===== src/rtl/fetch_buffer.sv =====
// Fetch buffer: issues the IF-stage PC to a 1-cycle synchronous instruction memory and
// queues each returned word with its PC in a small FIFO for decode.
module fetch_buffer #(
  parameter int AWIDTH = 32,
  parameter int DWIDTH = 32,
  parameter int DEPTH  = 4
) (
  input  logic              clk,
  input  logic              rst,
  input  logic [AWIDTH-1:0] pc_val,
  input  logic              pc_sel,
  output logic              pc_stall,
  output logic              imem_en,
  output logic [AWIDTH-1:0] imem_addr,
  input  logic [DWIDTH-1:0] imem_dout,
  output logic              out_valid,
  input  logic              out_ready,
  output logic [AWIDTH-1:0] out_pc,
  output logic [DWIDTH-1:0] out_inst
);

  localparam int PW = $clog2(DEPTH);
  localparam logic [PW+1:0] DEPTH_W = (PW+2)'(DEPTH);

  logic [AWIDTH-1:0] pc_mem   [DEPTH];
  logic [DWIDTH-1:0] inst_mem [DEPTH];
  logic [PW-1:0]     wr_ptr;
  logic [PW-1:0]     rd_ptr;
  logic [PW:0]       count;
  logic              inflight;
  logic [AWIDTH-1:0] inflight_pc;
  logic [PW+1:0]     occupancy;
  logic              push;
  logic              pop;

  // Occupancy counts the in-flight read so a returning word always has a free slot.
  // A same-cycle pop is deliberately ignored: no out_ready -> pc_stall path.
  assign occupancy = {1'b0, count} + {{(PW+1){1'b0}}, inflight};
  assign pc_stall  = (occupancy >= DEPTH_W);
  assign imem_en   = !rst && !pc_stall && !pc_sel;
  assign imem_addr = pc_val;

  // Handshake: the head entry transfers on a rising edge when out_valid && out_ready;
  // out_pc/out_inst hold stable while out_valid && !out_ready.
  assign out_valid = (count != '0) && !pc_sel;
  assign out_pc    = (count != '0) ? pc_mem[rd_ptr]   : '0;
  assign out_inst  = (count != '0) ? inst_mem[rd_ptr] : '0;

  assign push = inflight && !pc_sel;
  assign pop  = out_valid && out_ready;

  always_ff @(posedge clk or posedge rst) begin
    if (rst) begin
      wr_ptr      <= '0;
      rd_ptr      <= '0;
      count       <= '0;
      inflight    <= 1'b0;
      inflight_pc <= '0;
    end else if (pc_sel) begin
      wr_ptr   <= '0;
      rd_ptr   <= '0;
      count    <= '0;
      inflight <= 1'b0;
    end else begin
      inflight <= imem_en;
      if (imem_en) inflight_pc <= pc_val;
      if (push) wr_ptr <= wr_ptr + PW'(1);
      if (pop)  rd_ptr <= rd_ptr + PW'(1);
      case ({push, pop})
        2'b10:   count <= count + (PW+1)'(1);
        2'b01:   count <= count - (PW+1)'(1);
        default: count <= count;
      endcase
    end
  end

  // Storage needs no reset: count gates the outputs until an entry is written.
  always_ff @(posedge clk) begin
    if (push) begin
      pc_mem[wr_ptr]   <= inflight_pc;
      inst_mem[wr_ptr] <= imem_dout;
    end
  end

endmodule


===== config.mk =====
export PLATFORM = sky130hd
export DESIGN_NAME = fetch_buffer
export DESIGN_NICKNAME = d
export VERILOG_FILES = /design/src/rtl/fetch_buffer.sv
export SDC_FILE = /design/constraint.sdc
export NUM_CORES = 1
export LEC_CHECK = 0
export ABC_CLOCK_PERIOD_IN_PS = 6900
export BUFFER_PORTS_ARGS = -buffer_cell sky130_fd_sc_hd__clkbuf_2
export CORE_ASPECT_RATIO = 0.5
export CORE_MARGIN = 3
export CORE_UTILIZATION = 61
export CTS_BUF_LIST = sky130_fd_sc_hd__clkbuf_4 sky130_fd_sc_hd__clkbuf_8 sky130_fd_sc_hd__clkbuf_16
export CTS_CLUSTER_DIAMETER = 60
export CTS_CLUSTER_SIZE = 24
export DETAILED_ROUTE_END_ITERATION = 16
export PLACE_DENSITY = 0.84
export SYNTH_ARGS = -nofsm -noshare
export SYNTH_HDL_FRONTEND = slang
export SYNTH_SLANG_ARGS = --single-unit

===== constraint.sdc =====
create_clock -name clk -period 6.9 [get_ports clk]
set_input_delay 1.38 -clock clk [delete_from_list [all_inputs] [get_ports clk]]
set_output_delay 1.38 -clock clk [all_outputs]
set_load 0.1 [all_outputs]

# Word-level counts from Yosys, hierarchy flattened
# Memory sizes are Yosys's and may differ from the RTL's.
# Cells that the tools add are included.
# op_classes
addsub,5
order_cmp,1
n_eq_ne,2
n_mux,11
n_bitwise,1
reduce_logical,13
# ops
cell,n
$mux W32,2
$mux W2,4
$pmux W3 S2,1
$reduce_bool A3 Y1,2
$logic_and A1 B1 Y1,5
$add A2 B1 Y2 const B,2
$add A3 B1 Y4,1
$ge A4 B3 Y1 const B,1
$reduce_bool A2 Y1,2
$add A3 B1 Y3 const B,1
$logic_not A1 Y1,3
$mux W1,3
$mux W3,1
$sub A3 B1 Y3 const B,1
$eq A2 B1 Y1 const B,1
$eq A2 B2 Y1 const B,1
$reduce_and A2 Y1,1
$not A1 Y1,1
# word_totals
regBits,40
ram_bits,256
inputBits,68
out_inout_bits,99
mem_count,2
# memory_table
memory,words,width,rd,rd_ports_with_merged_regs,write_ports,line_no,source
inst_mem,4,32,1,0,1,26,logic [DWIDTH-1:0] inst_mem [DEPTH];
pc_mem,4,32,1,0,1,25,logic [AWIDTH-1:0] pc_mem [DEPTH];

# Longest topological paths before layout
# Gate-level depths: netlist of run 1.
# depth
depth_word,6
mapped_depth,8
ltp_nobuf,7

# Worst setup path after synthesis of run 1
# OpenSTA, ideal clock, no wires.
# synth_timing
kind,input to output
start,input pc_sel
end,output out_valid
arrival_ns,2.845
t_required_ns,5.520
slack_ns,2.675
path_stages,2
n_path_buf,1
cell_sequence,clkbuf_1 -> nor2_1
# synth_via
elab_chain_cells,2
# synth_rtl
element,line_no,source
from (decl),11,"input logic pc_sel,"
$logic_not A1 Y1,45,assign out_valid = (count != '0) && !pc_sel;
$logic_and A1 B1 Y1,45,
to (decl),16,"output logic out_valid,"
# No other way between the ends.

# Worst setup path after layout of run 1
# layout_timing
start,register rd_ptr[0]
end,output out_inst[29]
# layout_via
elab_chain_cells,2
# layout_rtl
element,line_no,source
from (decl),28,logic [PW-1:0] rd_ptr;
from (signal assigned),68,if (pop) rd_ptr <= rd_ptr + PW'(1);
$mem_v2 Z4 W32,-,
$mux W32,47,assign out_inst = (count != '0) ? inst_mem[rd_ptr] : '0;
to (decl),19,output logic [DWIDTH-1:0] out_inst
# No other way between the ends.

==> flow_summary.toml, run 1 <==
[global_routing]
first_global_vias = 5917
gr-max-usage-layer = "met2"
groute.layer.met2.usage_pct = 34.7
grt_antenna_before_repair = 0
globalRouteMet3Util_pct = 3.03
grt_max_degree = 67
global_route.overflow_total = 0
globalRouteTotalUtil_pct = 19.9
global_route.usage.met1_pct = 27.5
grt_first_pass_wirelength_um = 32800

[drt]
drtAntennaViolNets = 0
vias_per_cell = 5.63
route.vias.total = 5406
drc_errors = 0
drt_first_iter_violations = 432
routed_wl_um = 20100
drt_first_pass_iters = 5
wire_per_inst_um = 20.9

[sta]
period_share_pct = 66.1
maxClockFrequency_ghz = 0.219
fin_skew_ps = 22.2
slew_headroom_pct = 32.7
max_slew.worst_pin.slew_ps = 1010
setup-tns-final_ps = 0
final_hold_violating_endpoints = 0
timing.final.setup_violations = 0
setup_repair_after_global_routing_missed_its_margin = "no"
post-route-min-period_ps = 4560
worst_slack_ps = 2340
maxSlewViolCount = 0

[finish]
core_util_final_pct = 70.0
ff_latch_area_sq_um = 8700
num-fill-cells = 1174
post-route-cell-area_sq_um = 13100
multi_input_comb_area_sq_um = 2640
finish.net_count = 764
final_layout_size_suffix_gt1_share_pct = 43.7
finish.cell_count_without_fillers = 960
antenna-diode-count = 0
layout-area-overhead-vs-synth_pct = 11.1

[logic_synthesis]
dominant_register_cell_in_the_synthesized_netlist = "sky130_fd_sc_hd__edfxtp_1"
number_of_flops_mapped_to_enable_cells_by_yosys = 256
synth.net_count = 636
mappedNetlistArea_sq_um = 11800
syn-instance-count = 563
synth-warning-count = 0
share_of_synthesized_area_occupied_by_flip_flops_and_latches_pct = 73.9
post_synth_num_cell_types = 30
syn-mean-instance-area_sq_um = 20.9
yosys_register_bits = 296
ys_async_sr_fraction_pct = 13.5

[power_and_ir_drop]
switching_share_pct = 44.6
p_leak_uw = 0.00465
power.share.sequential_pct = 40.2
power.internal_uw = 3190
powerDensity_nw_per_um2 = 441
power.clock.fraction_pct = 18.1
switch_pwr_uw = 2570
pwr-share-comb_pct = 41.7
irDropWorstVdd_mv = 0.282

[setup_path]
path_buf_inv = 2
cp-start-kind = "register"
critical_path.endpoint_type = "output pin"
critPathMaxFanout = 48
critPathKind = "register to output pin"
critical_path.cell_chain = "buf_4 -> mux4_2 -> nor2b_1 -> clkbuf_2"
critical-path-top-delay-family = "flip-flops"
critPathSlowestCell = "sky130_fd_sc_hd__dfrtp_4"
required_ps = 5520
crit_path_max_incr_delay_ps = 1100
arrival_ps = 3180

[clock_tree]
cts_buffers = 16
clock-root-buffer = "sky130_fd_sc_hd__clkbuf_16"
cts_num_sinks = 296
post_cts_sizing = 0
depth_of_the_cts_h_tree = 1
max-clock-path-buffers = 3
tritoncts = "built"
worst_skew_pair.late_latency_ps = 490
holdBufCountCts = 0
postCtsSetupBuffers = 0
clkSlewWorstSetupHoldPaths_ps = 90

[floorplan]
std_cell_rows = 35
dieArea_sq_um = 21100
io_pins = 167
die_height_um = 104
start_util_pct = 63.0
floorplan.core_area_sq_um = 18700
die_width_um = 202

[min_path]
min-delay-path-class = "register to register"

[status]
outcome = "finished clean"

[placed_design]
port_buffers = 166
post-dp-hpwl_um = 11500
post_dp_cell_area_sq_um = 12500
place_congestion = 0.757
placed_cells_incl_taps = 932
detailedPlace.worstSlack_ps = 2760

[run]
drv.max_cap_violation_count = 0
worst register-to-register path: cells and delay by family (launching register included):
family           cells  cell delay [ps]
AND/OR/NAND/NOR      2             1150
flip-flops           1              620
through the flow:
| stage | hold slack (ps) | total power (uW) |
|---|---|---|
| global route | 546 | 5990 |
| global placement | 484 | 4750 |
| detailed placement | 506 | 4780 |
| finish | 512 | 5760 |
| floorplan | 471 | 4410 |
| CTS | 512 | 5810 |
state kept, by name, indices dropped and copies added (netlist names):
register / cells
pc_mem: 128
count: 3
inflight: 1
inst_mem: 128
rd_ptr: 2
wr_ptr: 2
inflight_pc: 32
cell usage after synthesis, drive strengths merged (2+ instances only):
| library cell | instances | area, sq um |
|---|---|---|
| nor2b | 65 | 407 |
| mux2 | 33 | 480 |
| xnor2 | 6 | 52.6 |
| a21oi | 3 | 15.0 |
| mux2i | 2 | 20.0 |
| mux4 | 64 | 1440 |
| clkbuf | 13 | 48.8 |
| nor2 | 7 | 26.3 |
| and2 | 4 | 25.0 |
| ha | 4 | 50.1 |
| buf | 47 | 374 |
| edfxtp | 256 | 7690 |
| inv | 5 | 18.8 |
| o21ai | 2 | 10.0 |
| or3 | 2 | 12.5 |
| dfrtp | 40 | 1000 |
| nor3 | 2 | 10.0 |
worst paths after layout:
path / from / slack (ps) / end / cells after the start
hold / removal: inflight_pc[15]$_DFFE_PP0P_ / 510 / pc_mem[3][15]$_DFFE_PP_ / 0
setup reg to reg: inflight$_DFF_PP0_ / 4690 / pc_mem[2][16]$_DFFE_PP_ / 2
min in group asynchronous: rst / 1090 / inflight_pc[21]$_DFFE_PP0P_ / 2
max in group asynchronous: rst / 5100 / rd_ptr[0]$_DFFE_PP0P_ / 2
hold reg to reg: inflight_pc[15]$_DFFE_PP0P_ / 510 / pc_mem[3][15]$_DFFE_PP_ / 0
setup / recovery: rd_ptr[0]$_DFFE_PP0P_ / 2340 / out_inst[29] / 4
layout by cell type, fill, tap and decap left out, types with 2 or more instances in the layout:
cell	n
sky130_fd_sc_hd__mux4_2	64
sky130_fd_sc_hd__edfxtp_1	256
sky130_fd_sc_hd__nor2_1	7
sky130_fd_sc_hd__and2_4	4
sky130_fd_sc_hd__mux2_2	4
sky130_fd_sc_hd__mux2_4	29
sky130_fd_sc_hd__dfrtp_1	38
sky130_fd_sc_hd__ha_1	4
sky130_fd_sc_hd__clkbuf_16	17
sky130_fd_sc_hd__inv_1	4
sky130_fd_sc_hd__buf_4	4
sky130_fd_sc_hd__mux2i_1	2
sky130_fd_sc_hd__clkbuf_4	10
sky130_fd_sc_hd__nor2b_1	65
sky130_fd_sc_hd__clkbuf_2	166
sky130_fd_sc_hd__xnor2_1	6
sky130_fd_sc_hd__a21oi_1	3
sky130_fd_sc_hd__o21ai_0	2
sky130_fd_sc_hd__dfrtp_4	2
power groups by stage:
| stage | Clock, uW | Combinational [uW] | Sequential, uW |
|---|---|---|---|
| after floorplan | 0 | 2190 | 2230 |
| after global placement | 0 | 2410 | 2350 |
| after detailed placement | 0 | 2420 | 2360 |
| after CTS | 1060 | 2430 | 2320 |
| after global routing | 1140 | 2500 | 2350 |
| final | 1040 | 2410 | 2320 |
logic make-up after synthesis:
family | share of synthesized area, %
compound gates | 0.532
xor+xnor | 0.447
fa+ha+maj | 0.596
buf+inv | 3.76
flops | 73.9
mux | 16.5
simple gates | 4.26
cell type report:
type / count / share of cell area [%]
multi-input combinational: 202 / 20.2
sequential: 296 / 66.6
clock buffer: 27 / 3.83
inverter: 5 / 0.144
timing repair buffer: 170 / 6.59
tap: 259 / 2.48
clock inverter: 1 / 0.125
routing by layer:
layer / vias to the layer above / wire, um
li1: 2419 / -
met1: 2817 / 8340
met2: 140 / 10400
met3: 30 / 983
met4: 0 / 359
met5: - / 0
Note: power is estimated with default switching activity, not from simulation.
==> run 2: changes to the inputs <==
==> config.mk (replaced) <==
export PLATFORM = sky130hd
export DESIGN_NAME = fetch_buffer
export DESIGN_NICKNAME = d
export VERILOG_FILES = /design/src/rtl/fetch_buffer.sv
export SDC_FILE = /design/constraint.sdc
export NUM_CORES = 1
export LEC_CHECK = 0
export ABC_AREA = 1
export ABC_CLOCK_PERIOD_IN_PS = 4500
export BUFFER_PORTS_ARGS = -buffer_cell sky130_fd_sc_hd__clkbuf_2
export CORE_ASPECT_RATIO = 0.5
export CORE_MARGIN = 3
export CORE_UTILIZATION = 57
export CTS_BUF_LIST = sky130_fd_sc_hd__clkbuf_4 sky130_fd_sc_hd__clkbuf_8 sky130_fd_sc_hd__clkbuf_16
export CTS_CLUSTER_DIAMETER = 60
export CTS_CLUSTER_SIZE = 24
export DETAILED_ROUTE_END_ITERATION = 16
export PLACE_DENSITY = 0.79
export SYNTH_ARGS = -nofsm -noshare
export SYNTH_HDL_FRONTEND = slang
export SYNTH_SLANG_ARGS = --single-unit
==> constraint.sdc (replaced) <==
create_clock -name clk -period 4.5 [get_ports clk]
set_input_delay 0.9 -clock clk [delete_from_list [all_inputs] [get_ports clk]]
set_output_delay 0.9 -clock clk [all_outputs]
set_load 0.1 [all_outputs]
==> flow_summary.toml, run 2 <==
[floorplan]
floorplan.core_area_sq_um = 20000
std_cell_rows = 36
die_height_um = 108
io_pins = 167
dieArea_sq_um = 22800
die_width_um = 210
start_util_pct = 59.6

[logic_synthesis]
syn-mean-instance-area_sq_um = 12.0
synth.net_count = 1061
synth-warning-count = 0
share_of_synthesized_area_occupied_by_flip_flops_and_latches_pct = 73.0
post-synth-top-area-fraction_pct = 64.6
syn-instance-count = 988
synth_top_cells_by_area = "sky130_fd_sc_hd__edfxtp_1 65%, sky130_fd_sc_hd__dfrtp_1 8.4%, sky130_fd_sc_hd__nor2_1 8.3%"
dominant_register_cell_in_the_synthesized_netlist = "sky130_fd_sc_hd__edfxtp_1"
synth_top_cells_by_count = "264 x sky130_fd_sc_hd__nor2_1, 256 x sky130_fd_sc_hd__edfxtp_1, 127 x sky130_fd_sc_hd__o21ai_0, 112 x sky130_fd_sc_hd__nand2_1, 65 x sky130_fd_sc_hd__a21oi_1"
mappedNetlistArea_sq_um = 11900
most_frequently_used_cell_type_in_the_post_synthesis_netlist = "sky130_fd_sc_hd__nor2_1"
ys_async_sr_fraction_pct = 13.5
cell_type_with_the_highest_aggregate_area_in_the_netlist = "sky130_fd_sc_hd__edfxtp_1"
post_synth_num_cell_types = 26
yosys_register_bits = 296
number_of_flops_mapped_to_enable_cells_by_yosys = 256

[drt]
drtAntennaViolNets = 0
route.vias.total = 7636
vias_per_cell = 5.54
routed_wl_um = 25100
drt_first_pass_iters = 5
wire_per_inst_um = 18.2
drt_first_iter_violations = 588
drc_errors = 0

[clock_tree]
depth_of_the_cts_h_tree = 1
clock-root-buffer = "sky130_fd_sc_hd__clkbuf_16"
holdBufCountCts = 0
tritoncts = "built"
clkSlewWorstSetupHoldPaths_ps = 90
worst_skew_pair.late_latency_ps = 490
max-clock-path-buffers = 3
cts_num_sinks = 296
post_cts_sizing = 0
cts_buffers = 16
postCtsSetupBuffers = 0

[placed_design]
place_congestion = 0.743
port_buffers = 166
post-dp-hpwl_um = 14700

[min_path]
whs_path_depth = 0
min-delay-path-class = "register to register"

[finish]
reg_top3 = "inst_mem x128, pc_mem x128, inflight_pc x32"
finish.net_count = 1176
mostFrequentLayoutCells = "260 x sky130_fd_sc_hd__nor2_1, 256 x sky130_fd_sc_hd__edfxtp_1, 165 x sky130_fd_sc_hd__clkbuf_2"
final_layout_size_suffix_gt1_share_pct = 20.7
num-fill-cells = 1436
layout_commonest_cell = "sky130_fd_sc_hd__nor2_1"
antenna-diode-count = 0
layout-area-overhead-vs-synth_pct = 11.1

[setup_path]
critical_path.endpoint_type = "output pin"
worstSetupPathDepth = 5
cp-start-kind = "register"
path_buf_inv = 3
reg2reg_depth = 5
arrival_ps = 2790
critical-path-top-delay-family = "buffers and inverters"
crit_path_max_incr_delay_ps = 510
critPathMaxFanout = 45
critPathKind = "register to output pin"
rrSetupSlack_ps = 2330
critPathSlowestCell = "sky130_fd_sc_hd__dfrtp_4"
required_ps = 3600
critical_path.cell_chain = "clkinv_2 -> buf_4 -> o21ai_0 -> a21oi_1 -> clkbuf_2"

[global_routing]
global_route.usage.met1_pct = 29.4
grt_antenna_before_repair = 0
grt_first_pass_wirelength_um = 38800
globalRouteMet3Util_pct = 2.75
grt_max_degree = 132
globalRouteTotalUtil_pct = 21.7
first_global_vias = 7592
global_route.overflow_total = 0
gr-max-usage-layer = "met2"
groute.layer.met2.usage_pct = 38.0

[sta]
setup-tns-final_ps = 0
maxSlewViolCount = 0
maxClockFrequency_ghz = 0.271
final_hold_violating_endpoints = 0
fin_skew_ps = 8.48
slew_headroom_pct = 37.9
timing.final.setup_violations = 0
period_share_pct = 82.0
post-route-min-period_ps = 3690
setup_repair_after_global_routing_missed_its_margin = "no"
max_slew.worst_pin.slew_ps = 929

[run]
drv.max_cap_violation_count = 0

[status]
outcome = "finished clean"
run 2: cell count changes after synthesis, sizes merged, moves of 62 or more:
cell and change:
nor2 +257, o21ai +130, a21oi +62, nor2b -65, mux4 -64, nand2 +113
run 2: cell type report:
cell class                 instances  area [sq um]  share of cell area, %
clock buffer                      25           503                   3.80
clock inverter                     2          16.3                  0.123
inverter                          16          61.3                  0.464
multi-input combinational        589          2600                   19.7
sequential                       296          8690                   65.7
tap                              266           333                   2.52
timing repair buffer             184          1020                   7.70
run 2: final timing paths:
check	start	end
worst min-delay path	inflight_pc[28]$_DFFE_PP0P_	pc_mem[3][28]$_DFFE_PP_
worst max register to register	wr_ptr[0]$_DFFE_PP0P_	inst_mem[0][19]$_DFFE_PP_
max in group asynchronous	rst	rd_ptr[0]$_DFFE_PP0P_
worst min register to register	inflight_pc[28]$_DFFE_PP0P_	pc_mem[3][28]$_DFFE_PP_
worst max-delay path	rd_ptr[0]$_DFFE_PP0P_	out_pc[7]
min in group asynchronous	rst	inflight_pc[3]$_DFFE_PP0P_
run 2: kinds of logic after synthesis:
| family | after synthesis | share of synthesized area, % |
|---|---|---|
| compound gates | 199 | 8.44 |
| xor+xnor | 1 | 0.0736 |
| fa+ha+maj | 5 | 0.589 |
| buf+inv | 103 | 5.39 |
| flops | 296 | 73.0 |
| simple gates | 384 | 12.5 |
run 2: stage by stage:
step	cell area [sq um]	utilization [%]	hold WS, ps	cells	setup slack (ps)
4_1_cts	13200	66.3	520	1378	789
5_1_grt	13200	66.3	545	1378	673
3_3_place_gp	12700	63.7	484	1351	1370
6_report	13200	66.3	517	1378	810
3_5_place_dp	12700	63.7	502	1351	1330
2_1_floorplan	11900	-	476	988	228
run 2: layer usage:
| layer | wire [um] | vias up |
|---|---|---|
| met1 | 10700 | 3743 |
| met3 | 1510 | 39 |
| met5 | 0 | - |
| met4 | 406 | 0 |
| met2 | 12600 | 266 |
| li1 | - | 3588 |
Power of run 2 is left out: the tool's default activity adds up to more than one toggle a clock period on the data nets, which glitch-free logic cannot reach.
